===== src/rtl/axis_to_axi_wr.sv =====
// rtl/axis_to_axi_wr.sv - AXI-Stream to AXI4 INCR burst write master
// Splits each command at MAX_BURST_LEN and 4 KB boundaries and keeps one burst in flight.
module axis_to_axi_wr #(
   parameter int DATA_WIDTH    = 32,
   parameter int ADDR_WIDTH    = 16,
   parameter int STRB_WIDTH    = DATA_WIDTH / 8,
   parameter int ID_WIDTH      = 8,
   parameter int AXI_ID        = 0,
   parameter int MAX_BURST_LEN = 16,
   parameter int LEN_WIDTH     = 16
) (
   input  logic                  clk,
   input  logic                  rst,
   input  logic [ADDR_WIDTH-1:0] cmd_addr,
   input  logic [LEN_WIDTH-1:0]  cmd_len,
   input  logic                  cmd_valid,
   output logic                  cmd_ready,
   input  logic [DATA_WIDTH-1:0] s_axis_tdata,
   input  logic                  s_axis_tvalid,
   output logic                  s_axis_tready,
   output logic [ID_WIDTH-1:0]   m_axi_awid,
   output logic [ADDR_WIDTH-1:0] m_axi_awaddr,
   output logic [7:0]            m_axi_awlen,
   output logic [2:0]            m_axi_awsize,
   output logic [1:0]            m_axi_awburst,
   output logic                  m_axi_awlock,
   output logic [3:0]            m_axi_awcache,
   output logic [2:0]            m_axi_awprot,
   output logic                  m_axi_awvalid,
   input  logic                  m_axi_awready,
   output logic [DATA_WIDTH-1:0] m_axi_wdata,
   output logic [STRB_WIDTH-1:0] m_axi_wstrb,
   output logic                  m_axi_wlast,
   output logic                  m_axi_wvalid,
   input  logic                  m_axi_wready,
   input  logic [ID_WIDTH-1:0]   m_axi_bid,
   input  logic [1:0]            m_axi_bresp,
   input  logic                  m_axi_bvalid,
   output logic                  m_axi_bready,
   output logic                  busy,
   output logic                  done,
   output logic                  error
);

   localparam int SIZE = $clog2(STRB_WIDTH);
   localparam int CW   = (LEN_WIDTH > 13) ? LEN_WIDTH : 13;
   localparam logic [ADDR_WIDTH-1:0] ALIGN_MASK = ~ADDR_WIDTH'(STRB_WIDTH - 1);

   localparam logic [1:0] ST_IDLE = 2'd0;
   localparam logic [1:0] ST_ADDR = 2'd1;
   localparam logic [1:0] ST_DATA = 2'd2;
   localparam logic [1:0] ST_RESP = 2'd3;

   logic [1:0]            state_q, state_d;
   logic [ADDR_WIDTH-1:0] addr_q, addr_d;
   logic [LEN_WIDTH-1:0]  remaining_q, remaining_d;
   logic [8:0]            beats_q, beats_d;
   logic [7:0]            awlen_q, awlen_d;
   logic [7:0]            beat_cnt_q, beat_cnt_d;
   logic                  error_q, error_d;
   logic                  done_q, done_d;

   logic [ADDR_WIDTH-1:0] cmd_addr_aligned;
   logic [ADDR_WIDTH-1:0] addr_next;
   logic [LEN_WIDTH-1:0]  remaining_next;
   logic                  w_hs;
   logic                  unused_bid;

   // Beats for the next burst: limited by words left, MAX_BURST_LEN and distance to the 4 KB page end.
   function automatic logic [CW-1:0] calc_beats(input logic [ADDR_WIDTH-1:0] a,
                                                input logic [LEN_WIDTH-1:0]  r);
      logic [CW-1:0] to_boundary;
      logic [CW-1:0] n;
      to_boundary = CW'((13'd4096 - {1'b0, a[11:0]}) >> SIZE);
      n = CW'(MAX_BURST_LEN);
      if (CW'(r) < n) n = CW'(r);
      if (to_boundary < n) n = to_boundary;
      return n;
   endfunction

   assign cmd_addr_aligned = cmd_addr & ALIGN_MASK;
   assign addr_next        = addr_q + (ADDR_WIDTH'(beats_q) << SIZE);
   assign remaining_next   = remaining_q - LEN_WIDTH'(beats_q);
   assign w_hs             = m_axi_wvalid && m_axi_wready;
   assign unused_bid       = ^m_axi_bid;

   always_comb begin
      state_d     = state_q;
      addr_d      = addr_q;
      remaining_d = remaining_q;
      beats_d     = beats_q;
      awlen_d     = awlen_q;
      beat_cnt_d  = beat_cnt_q;
      error_d     = error_q;
      done_d      = 1'b0;
      case (state_q)
         ST_IDLE: begin
            if (cmd_valid) begin
               addr_d      = cmd_addr_aligned;
               remaining_d = cmd_len;
               error_d     = 1'b0;
               if (cmd_len == '0) begin
                  done_d = 1'b1;
               end else begin
                  beats_d = 9'(calc_beats(cmd_addr_aligned, cmd_len));
                  awlen_d = 8'(beats_d - 9'd1);
                  state_d = ST_ADDR;
               end
            end
         end
         ST_ADDR: begin
            if (m_axi_awready) begin
               beat_cnt_d = 8'd0;
               state_d    = ST_DATA;
            end
         end
         ST_DATA: begin
            if (w_hs) begin
               if (beat_cnt_q == awlen_q) state_d = ST_RESP;
               else beat_cnt_d = beat_cnt_q + 8'd1;
            end
         end
         ST_RESP: begin
            if (m_axi_bvalid) begin
               error_d     = error_q | (m_axi_bresp != 2'b00);
               addr_d      = addr_next;
               remaining_d = remaining_next;
               if (remaining_next != '0) begin
                  beats_d = 9'(calc_beats(addr_next, remaining_next));
                  awlen_d = 8'(beats_d - 9'd1);
                  state_d = ST_ADDR;
               end else begin
                  done_d  = 1'b1;
                  state_d = ST_IDLE;
               end
            end
         end
         default: state_d = ST_IDLE;
      endcase
   end

   always_ff @(posedge clk or posedge rst) begin
      if (rst) begin
         state_q     <= ST_IDLE;
         addr_q      <= '0;
         remaining_q <= '0;
         beats_q     <= '0;
         awlen_q     <= '0;
         beat_cnt_q  <= '0;
         error_q     <= 1'b0;
         done_q      <= 1'b0;
      end else begin
         state_q     <= state_d;
         addr_q      <= addr_d;
         remaining_q <= remaining_d;
         beats_q     <= beats_d;
         awlen_q     <= awlen_d;
         beat_cnt_q  <= beat_cnt_d;
         error_q     <= error_d;
         done_q      <= done_d;
      end
   end

   // Stream and W channel are joined combinationally so no word is taken outside DATA.
   assign cmd_ready     = (state_q == ST_IDLE) && !rst;
   assign s_axis_tready = (state_q == ST_DATA) && m_axi_wready;
   assign m_axi_wvalid  = (state_q == ST_DATA) && s_axis_tvalid;
   assign m_axi_wdata   = s_axis_tdata;
   assign m_axi_wstrb   = '1;
   assign m_axi_wlast   = (state_q == ST_DATA) && (beat_cnt_q == awlen_q);

   assign m_axi_awid    = ID_WIDTH'(AXI_ID);
   assign m_axi_awaddr  = addr_q;
   assign m_axi_awlen   = awlen_q;
   assign m_axi_awsize  = 3'(SIZE);
   assign m_axi_awburst = 2'b01;
   assign m_axi_awlock  = 1'b0;
   assign m_axi_awcache = 4'b0011;
   assign m_axi_awprot  = 3'b000;
   assign m_axi_awvalid = (state_q == ST_ADDR);
   assign m_axi_bready  = (state_q == ST_RESP);

   assign busy  = (state_q != ST_IDLE);
   assign done  = done_q;
   assign error = error_q;

endmodule


===== config.mk =====
export PLATFORM = sky130hd
export DESIGN_NAME = axis_to_axi_wr
export DESIGN_NICKNAME = d
export VERILOG_FILES = /design/src/rtl/axis_to_axi_wr.sv
export SDC_FILE = /design/constraint.sdc
export NUM_CORES = 1
export LEC_CHECK = 0
export ABC_AREA = 1
export CAP_MARGIN = 20
export CORE_ASPECT_RATIO = 1.1
export CORE_MARGIN = 10
export CORE_UTILIZATION = 53
export DETAILED_ROUTE_END_ITERATION = 16
export PLACE_DENSITY = 0.93
export SLEW_MARGIN = 20
export SYNTH_ARGS = -nofsm -noshare
export SYNTH_HDL_FRONTEND = slang
export SYNTH_SLANG_ARGS = --single-unit
export TNS_END_PERCENT = 50

===== constraint.sdc =====
create_clock -name clk -period 6.7 [get_ports clk]
set_clock_uncertainty 0.2 [all_clocks]
set_input_delay 1.34 -clock clk [delete_from_list [all_inputs] [get_ports clk]]
set_output_delay 1.34 -clock clk [all_outputs]
set_load 0.01 [all_outputs]

==> run summary <==
Int Power = 1.86 mW
Worst-Skew Late Latency = 0.34 ns
largest family of logic cells by synthesized area = simple AND/OR/NAND/NOR gates
hold_ws = 0.316 ns
Simple-Gate Fraction of Synth Area = 29.1%
Fin. Hold Viols = 0
fmax = 192 MHz
# port buffers = 69
CP startpoint kind = input pin
H-tree depth = 3
Critical R2R Capture = m_axi_awlen[7]
Tcrit/Tclk final = 77.6%
CTS root buffer = clkbuf_16
HP Start = remaining_q[3]
Seq pwr share = 16.9%
Crit-path slowest cell = clkdlybuf4s50_1
Post-CTS Resized = 0
Leak = 3.36 nW
Post-CTS Hold Fix Bufs = 0
first-pass GRT wire length = 25.6 mm
Pwr Total = 4.02 mW
footprint of the multi-input gates = 0.00340 mm²
routed wl met3 = 1.27 mm
initial antenna violation count = 0
wire length on met1 = 6.21 mm
Worst-Margin Slew = 0.786 ns
setup_tns = 0 ns
wire length on met2 = 7.76 mm
Hold Path Class = register to register
Sw Share = 53.8%
DRC viols = 0
WHS Path Cells = 2
vias in the first global route = 5501
Mean Syn Cell Area = 6.82 µm²
Layout area overhead = 14.3%
CP dominant cell by count = nand2_1
post-CTS setup buffer count = 0
CTS Buf Count = 9
combinational share of power = 71.8%
hpwl dp = 12.1 mm
worst-case vdd ir drop = 0.357 mV
DRT Pass-1 Iters = 5
Max Root-Sink Buffers = 2
Num Clock Sinks = 59
part of the Yosys area used for sequential elements = 25.7%
Reg2Reg Depth = 20
Setup crit end kind = register
WL per Instance = 15.1 µm
commonest non-fill, non-tap cell in the layout = nand2_1
WP data required = 6.72 ns
vias per cell = 5.43
switching pwr = 2.16 mW
post-synthesis mux area share = 0%
Die X = 119 µm
CTS clk-pin slew, worst paths = 0.05 ns
Slew Viols, Final = 0
Starting Density = 54.8%
CTS tree = built
Core ar. = 0.0105 mm²
placed instance area = 0.00629 mm²
fin area = 0.00658 mm²
worst r2r src = beats_q[2]
nets@finish = 1024
Detail Route Antenna Nets = 0
register bit total from synthesis = 59
Ports = 171
FP Rows = 39
Clk network pwr share = 11.4%
Hold Path Sink = remaining_q[3]
most frequent cells in the layout = nand2_1 (201), inv_1 (134), clkdlybuf4s50_1 (69)
Power Dens Cells = 612 mW/mm²
WS Path Type = input pin to register
relative slew slack = 47.4%
status = finished clean
grt ovf = 0
Post-Syn Area = 0.00575 mm²
Yosys cell types = 44
Worst EP arrival = 5.22 ns
register area = 0.00148 mm²
FILL cells = 896
Die ar. = 0.0154 mm²
drt first-iter violations = 417
Mapped Cells = 844
Tot GR Track Use = 20.1%
max_cap viols = 0
top layer in use = met4
Setup Viol. Count Final = 0
XOR/XNOR Fraction of Synth Area = 3.50%
routed wire length = 15.7 mm
routed vias = 5653
# diodes = 0
Tmin final = 5.20 ns
Synth warnings = 0
GP Congestion = 0.927
share of layout cells above drive strength 1 = 5.90%
Die H = 129 µm
largest net degree at the start of global routing = 60
post-synthesis compound-gate area fraction = 12.7%
slack of the worst reg-to-reg path = 1.55 ns
Synth Area in Adders = 11.1%
unrepaired setup endpoints after global routing = false
slowest stage delay, CP = 0.44 ns
crit path max fanout = 7
area by class of cell:
cell class | count | area share [%]
Timing Repair Buffer | 73 | 11.0
Inverter | 137 | 7.82
Multi-Input combinational cell | 613 | 51.6
Sequential cell | 59 | 22.4
Clock inverter | 1 | 0.0761
Tap cell | 143 | 2.72
Clock buffer | 15 | 4.37
layer usage:
metal / GRT usage, % / vias up
met5: 0 / -
met4: 9.23 / 0
met3: 4.13 / 41
met2: 35.9 / 234
met1: 22.8 / 2639
li1: - / 2739
sequential cells by signal (all words and copies together) (netlist names):
register / cells
remaining_q: 16
m_axi_awaddr: 14
beats_q: 9
beat_cnt_q: 8
m_axi_awlen: 8
state_q: 2
done: 1
error: 1
cells in the mapped netlist, drive strengths merged:
cell,number,share of area (%)
a31oi,1,0.11
dfrtp,59,26
nand2,216,15
nand3,62,5.5
a2111oi,1,0.15
or2,6,0.65
xnor2,5,0.76
buf,64,8.3
o31ai,1,0.13
a211oi,2,0.26
nand4,10,1.1
nor3,15,1.4
o22ai,4,0.43
o211ai,4,0.52
conb,2,0.13
and3,2,0.22
nor4,8,0.87
a21oi,37,3.4
clkbuf,8,0.52
fa,2,0.70
nor2,59,4.2
o21ai,40,3.5
o21bai,3,0.46
o221ai,10,1.5
xor2,18,2.7
inv,137,8.9
and2,1,0.11
a22oi,14,1.8
a21boi,1,0.13
nand3b,2,0.26
ha,48,10
a21o,2,0.26
through the flow:
step | instances | utilization, % | setup slack [ns]
global placement | 1025 | 59.9 | 1.40
floorplan | 881 | - | 2.28
CTS | 1041 | 62.7 | 1.60
global route | 1041 | 62.7 | 1.17
finish | 1041 | 62.7 | 1.50
detailed placement | 1025 | 59.9 | 1.25
worst max path at each step:
stage | from | slack [ns] | to | cells past startpoint
after global routing | cmd_len[10] | 1.17 | m_axi_awlen[6] | 26
after CTS | cmd_len[10] | 1.60 | m_axi_awlen[6] | 26
after global placement | cmd_len[14] | 1.40 | m_axi_awlen[6] | 26
after floorplan | m_axi_awaddr[4] | 2.28 | m_axi_awlen[2] | 23
after detailed placement | cmd_len[10] | 1.25 | m_axi_awlen[6] | 26
final | cmd_len[10] | 1.50 | m_axi_awlen[6] | 26
logic make-up (layout without fill, tap and decap cells):
| kind of cell | Yosys count | after routing |
|---|---|---|
| and+or+nand+nor | 381 | 381 |
| buffers and inverters | 209 | 226 |
| AOI/OAI and AO/OA | 120 | 120 |
| DFF | 59 | 59 |
| adders and majority gates | 50 | 50 |
| xor gates and xnor gates | 23 | 23 |
| other | 2 | 39 |
power by group through the flow:
stage               logic (mW)  registers, mW  clock network [mW]
floorplan                 2.09          0.667                   0
global placement          2.74          0.674                   0
detailed placement        2.81          0.678                   0
CTS                       2.85          0.675               0.458
global route              3.26          0.696               0.474
finish                    2.89          0.679               0.457
critical path, delay by kind of cell:
family	cells	cell delay (ns)
compound gates	3	0.29
fa+ha+maj	2	0.44
buf+inv	6	0.95
simple gates	15	2.19
(Power assumes the default switching activity.)
